==> src/rtl/det_log_pkg.sv <==
// Shared defaults for the detect event logger: timestamp width, FIFO depth and pointer width.
package det_log_pkg;

    localparam int TS_W_DEF  = 8;
    localparam int DEPTH_DEF = 4;
    localparam int PTR_W_DEF = $clog2(DEPTH_DEF);

    // Pointer width for a power-of-two depth of at least 2.
    function automatic int ptr_w(input int depth);
        return (depth > 1) ? $clog2(depth) : 1;
    endfunction

endpackage

==> src/rtl/det_log_fifo.sv <==
// Show-ahead event FIFO for the detect event logger: storage, wrapping pointers and occupancy.
// A push into a full FIFO is accepted only when a pop frees the head on the same edge.
module det_log_fifo
    import det_log_pkg::*;
#(
    parameter int W     = TS_W_DEF,
    parameter int DEPTH = DEPTH_DEF
) (
    input  logic                        clk,
    input  logic                        rst,
    input  logic                        clr,
    input  logic                        push,
    input  logic                        pop,
    input  logic [W-1:0]                wdata,
    output logic [W-1:0]                rdata,
    output logic                        valid,
    output logic [$clog2(DEPTH):0]      level,
    output logic                        drop
);

    localparam int PTR_W = ptr_w(DEPTH);
    localparam logic [PTR_W:0] LEVEL_FULL = (PTR_W+1)'(DEPTH);

    logic [PTR_W-1:0] wr_ptr_q, wr_ptr_d;
    logic [PTR_W-1:0] rd_ptr_q, rd_ptr_d;
    logic [PTR_W:0]   level_q, level_d;
    logic [W-1:0]     mem_q [DEPTH];
    logic [W-1:0]     mem_d [DEPTH];

    logic empty;
    logic full;
    logic do_pop;
    logic do_push;

    always_comb begin
        empty   = (level_q == '0);
        full    = (level_q == LEVEL_FULL);
        do_pop  = pop & ~empty;
        do_push = push & (~full | do_pop);
        drop    = push & full & ~do_pop & ~clr;

        wr_ptr_d = wr_ptr_q;
        rd_ptr_d = rd_ptr_q;
        level_d  = level_q;
        mem_d    = mem_q;

        // Clear wins over any same-edge push or pop; contents need not be wiped.
        if (clr) begin
            wr_ptr_d = '0;
            rd_ptr_d = '0;
            level_d  = '0;
        end else begin
            if (do_push) begin
                mem_d[wr_ptr_q] = wdata;
                wr_ptr_d        = wr_ptr_q + 1'b1;
            end
            if (do_pop) begin
                rd_ptr_d = rd_ptr_q + 1'b1;
            end
            level_d = level_q + (PTR_W+1)'(do_push) - (PTR_W+1)'(do_pop);
        end
    end

    always_ff @(posedge clk or posedge rst) begin
        if (rst) begin
            wr_ptr_q <= '0;
            rd_ptr_q <= '0;
            level_q  <= '0;
            for (int i = 0; i < DEPTH; i++) begin
                mem_q[i] <= '0;
            end
        end else begin
            wr_ptr_q <= wr_ptr_d;
            rd_ptr_q <= rd_ptr_d;
            level_q  <= level_d;
            mem_q    <= mem_d;
        end
    end

    assign valid = ~empty;
    assign rdata = empty ? '0 : mem_q[rd_ptr_q];
    assign level = level_q;

endmodule

==> src/rtl/detect_event_logger.sv <==
// Timestamps detector match pulses and queues them in a show-ahead FIFO with sticky overflow.
// Optional macro DET_LOG_DROP_CNT_EN adds an 8-bit saturating count of dropped events (drop_cnt).
module detect_event_logger
    import det_log_pkg::*;
#(
    parameter int TS_W  = TS_W_DEF,
    parameter int DEPTH = DEPTH_DEF
) (
    input  logic                        clk,
    input  logic                        rst,
    input  logic                        det_in,
    input  logic                        clr,
    output logic                        ev_valid,
    input  logic                        ev_ready,
    output logic [TS_W-1:0]             ev_ts,
    output logic [$clog2(DEPTH):0]      level,
    output logic                        ovf
`ifdef DET_LOG_DROP_CNT_EN
    ,
    output logic [7:0]                  drop_cnt
`endif
);

    logic [TS_W-1:0] ts_q, ts_d;
    logic            ovf_q, ovf_d;
    logic            fifo_drop;

    // The FIFO stores the timestamp as it stood before this edge's increment.
    det_log_fifo #(
        .W     (TS_W),
        .DEPTH (DEPTH)
    ) u_fifo (
        .clk   (clk),
        .rst   (rst),
        .clr   (clr),
        .push  (det_in),
        .pop   (ev_ready),
        .wdata (ts_q),
        .rdata (ev_ts),
        .valid (ev_valid),
        .level (level),
        .drop  (fifo_drop)
    );

    always_comb begin
        ts_d  = ts_q + 1'b1;
        ovf_d = ovf_q | fifo_drop;
        if (clr) begin
            ts_d  = '0;
            ovf_d = 1'b0;
        end
    end

    always_ff @(posedge clk or posedge rst) begin
        if (rst) begin
            ts_q  <= '0;
            ovf_q <= 1'b0;
        end else begin
            ts_q  <= ts_d;
            ovf_q <= ovf_d;
        end
    end

    assign ovf = ovf_q;

`ifdef DET_LOG_DROP_CNT_EN
    logic [7:0] drop_cnt_q, drop_cnt_d;

    always_comb begin
        drop_cnt_d = drop_cnt_q;
        if (clr) begin
            drop_cnt_d = '0;
        end else if (fifo_drop && (drop_cnt_q != 8'hFF)) begin
            drop_cnt_d = drop_cnt_q + 8'd1;
        end
    end

    always_ff @(posedge clk or posedge rst) begin
        if (rst) begin
            drop_cnt_q <= '0;
        end else begin
            drop_cnt_q <= drop_cnt_d;
        end
    end

    assign drop_cnt = drop_cnt_q;
`endif

endmodule

==> config.mk <==
export PLATFORM = sky130hd
export DESIGN_NAME = detect_event_logger
export DESIGN_NICKNAME = d
export VERILOG_FILES = /design/src/rtl/det_log_pkg.sv /design/src/rtl/det_log_fifo.sv /design/src/rtl/detect_event_logger.sv
export SDC_FILE = /design/constraint.sdc
export NUM_CORES = 1
export LEC_CHECK = 0
export CAP_MARGIN = 20
export CORE_AREA = 5 5 75 77
export DETAILED_ROUTE_END_ITERATION = 12
export DIE_AREA = 0 0 80 82
export HOLD_SLACK_MARGIN = 0.15
export PLACE_DENSITY = 0.7
export SYNTH_ARGS = -nofsm -noshare
export SYNTH_HDL_FRONTEND = slang
export SYNTH_SLANG_ARGS = --single-unit
==> constraint.sdc <==
create_clock -name clk -period 3.84 [get_ports clk]
set_input_delay 0.576 -clock clk [delete_from_list [all_inputs] [get_ports clk]]
set_output_delay 0.576 -clock clk [all_outputs]
set_load 0.02 [all_outputs]
==> results.yml <==
outcome:
  status: "finished clean"
yosys:
  synth_mux_area_share_pct: 26.2
  synth_xor_xnor_area_share_pct: 1.84
  synth_seq_cells: 48
  synth-compound-area-share_pct: 2.21
  synth_top_flop_cell: "sky130_fd_sc_hd__dfrtp_1"
  synth_top_cells_by_count: "sky130_fd_sc_hd__dfrtp_1, sky130_fd_sc_hd__mux2_2, sky130_fd_sc_hd__mux2_4"
  synth_fa_ha_area_share_pct: 4.53
  synthesis.nets: 187
  postSynthCellCount: 174
  largest_family_of_logic_cells_by_synthesized_area: "multiplexers"
  yosys.area.top_type_share_pct: 50.5
  synth.distinct_cells: 29
  synthArstFlopShare_pct: 100
  simple_gate_share_of_the_synthesized_area_pct: 11.2
  syn_avg_cell_area_sq_um: 13.7
  synth_top_area_cell: "sky130_fd_sc_hd__dfrtp_1"
  post-synth-top-count-cell: "sky130_fd_sc_hd__dfrtp_1"
  synth_top_cells_by_area: "sky130_fd_sc_hd__dfrtp_1, sky130_fd_sc_hd__mux2_4, sky130_fd_sc_hd__mux2_2"
  share_of_synthesized_area_occupied_by_flip_flops_and_latches_pct: 50.5
  post_synth_instance_area_sq_mm: 0.00238
  count_of_flip_flops_with_a_built_in_enable_after_synthesis: 0
  ys.warnings.count: 0
place:
  gpl.final_weighted_congestion: 0.774
  place.port_buffers: 17
  dp_worst_setup_slack_ps: 1050
  dpl-instance-area_sq_mm: 0.00259
  place.detailed.hpwl_um: 2910
worst_setup_path:
  timing.critical_path.required_ps: 3260
  worst-endpoint-arrival_ps: 2280
  crit_path_max_fanout: 10
  critical_path_class: "reg -> out"
  crit_chain: "mux4_2 > nor2b_1 > clkdlybuf4s50_1"
  worstSetupStartpointType: "flop"
  critical_path.n_buffers_inverters: 1
  worst_path_largest_cell_delay_ps: 730
  setup.worst_path.end_class: "output pin"
  crit_path_top_delay_cell: "sky130_fd_sc_hd__dfrtp_1"
  critical_path.top_delay_family: "flip-flops"
cells_and_area:
  diodes: 0
  n_fill_cell: 417
  stdcell_area_sq_mm: 0.00269
  total_area_of_multi_input_combinational_cells_sq_mm: 0.00109
  synthToLayoutAreaGrowth_pct: 13.3
  nNetsFinal: 204
  layout-drive-gt1-share_pct: 28.8
  area.sequential_sq_mm: 0.00120
floorplan:
  die_area_sq_mm: 0.00656
  dieHeight_um: 82
  fp.dieW_um: 80
  floorplan.io_pins: 18
  initial_core_util_pct: 48.1
  num_rows: 26
  coreArea_sq_mm: 0.00494
pwr:
  ir_drop_mv: 0.300
  p_int_uw: 908
  clockPowerShare_pct: 21.1
  swShare_pct: 32.1
  p_per_area_mw_per_mm2: 496
  power.sequential.fraction_pct: 48.7
  p_sw_uw: 429
  static-leakage-power_nw: 1.24
  share_comb_of_total_power_pct: 30.1
sta:
  final.setup.tns_ps: 0
  fin_ws_ps: 980
  timing_hold_violations_final: 0
  final_max_slew_viol_count: 0
  unrepaired_setup_endpoints_after_global_routing: "false"
  fin_crit_sh_pct: 74.5
  worst_slew_margin_rel_pct: 55.3
  skew_ps: 3.94
  period_minus_slack_ps: 2860
  worstMarginPinSlew_ps: 671
  setup_violations: 0
  max_clock_freq_mhz: 350
clock_network:
  htree_levels: 2
  cts_resized: 0
  cts_tree: "done"
  clock-root-buffer: "sky130_fd_sc_hd__clkbuf_8"
  cts_buffer_depth: 2
  clkSlewWorstSetupHoldPaths_ps: 80
  cts_hold_repair.buffers: 0
  post_cts_buffers: 0
  clk_latency_ps: 300
  numCtsBuffers: 5
  clock_sink_count: 48
run:
  max_cap_viol_count: 0
routing:
  post_drt_wl_per_cell_um: 16.8
  dr.first_iter.drc_count: 73
  num_vias: 1369
  routed_wl_um: 4380
  post_drt_via_cell_ratio: 5.25
  dr.pass1.iters: 4
  antenna_violating_nets_post_route: 0
  drt_drc_violations_left: 0
global_route:
  largest_net_degree_at_the_start_of_global_routing: 49
  grt_pass1_vias: 1459
  global_route.usage.total_pct: 15.2
  initial_antenna_violation_count: 0
  global_route_wire_length_before_repair_um: 7460
  grt_overflow: 0
hold_path:
  hold_path.class: "in -> async"
==> state kept, by name (all words and copies together), names as in the netlist <==
register / cells
ovf: 1
ts_q: 8
u_fifo.level: 3
u_fifo.mem_q: 32
u_fifo.rd_ptr_q: 2
u_fifo.wr_ptr_q: 2
==> power groups by stage <==
stage	clock network [mW]	registers [mW]	logic, mW
3_3_place_gp	0	0.654	0.390
6_report	0.282	0.651	0.403
2_1_floorplan	0	0.632	0.284
4_1_cts	0.291	0.651	0.404
3_5_place_dp	0	0.660	0.403
5_1_grt	0.323	0.663	0.440
==> layout by cell type, fill, tap and decap left out, drive strengths merged, types with 5 or more instances in the layout <==
master / instances
dfrtp: 48
mux2: 33
clkdlybuf4s50: 17
nor2b: 11
nor2: 10
mux4: 8
inv: 8
ha: 7
clkbuf: 6
a21oi: 5
==> final timing paths <==
path                                    startpoint  cells past startpoint          endpoint  slack (ps)
max in group asynchronous                      rst                      3           ts_q[0]        2950
worst max register to register     u_fifo.level[1]                     10   u_fifo.level[2]        1400
worst min-delay path                           rst                      2   u_fifo.mem_q[7]         450
worst max-delay path            u_fifo.rd_ptr_q[0]                      3          ev_ts[1]         980
worst min register to register    u_fifo.mem_q[25]                      1  u_fifo.mem_q[25]         510
min in group clk                  u_fifo.mem_q[25]                      1  u_fifo.mem_q[25]         510
==> per-layer routing <==
layer	wire, um	global-route usage (%)	share of wire [%]	up-vias
li1	-	-	-	632
met1	1970	19.3	45	709
met2	2230	25.9	51	23
met3	134	4.06	3.1	5
met4	48	4.22	1.1	0
met5	0	0	0	-
==> stage by stage <==
stage	hold WS (ps)	power (mW)	std cells	utilization, %
3_3_place_gp	482	1.04	253	52.5
4_1_cts	514	1.35	260	54.0
2_1_floorplan	474	0.916	174	-
5_1_grt	442	1.43	261	54.5
6_report	449	1.34	261	54.5
3_5_place_dp	493	1.06	253	52.5
==> cells by family after synthesis <==
family / after synthesis
simple gates: 43
compound gates: 10
fa+ha+maj: 8
flops: 48
mux: 42
buf+inv: 18
xor+xnor: 5
==> layout make-up <==
type / count / share of cell area (%)
timing repair buffer: 20 / 7.62
multi-input combinational: 108 / 40.5
tap: 70 / 3.25
clock inverter: 1 / 0.186
clock buffer: 6 / 2.70
inverter: 8 / 1.12
sequential: 48 / 44.6
Power figures use the tool's default switching activity.
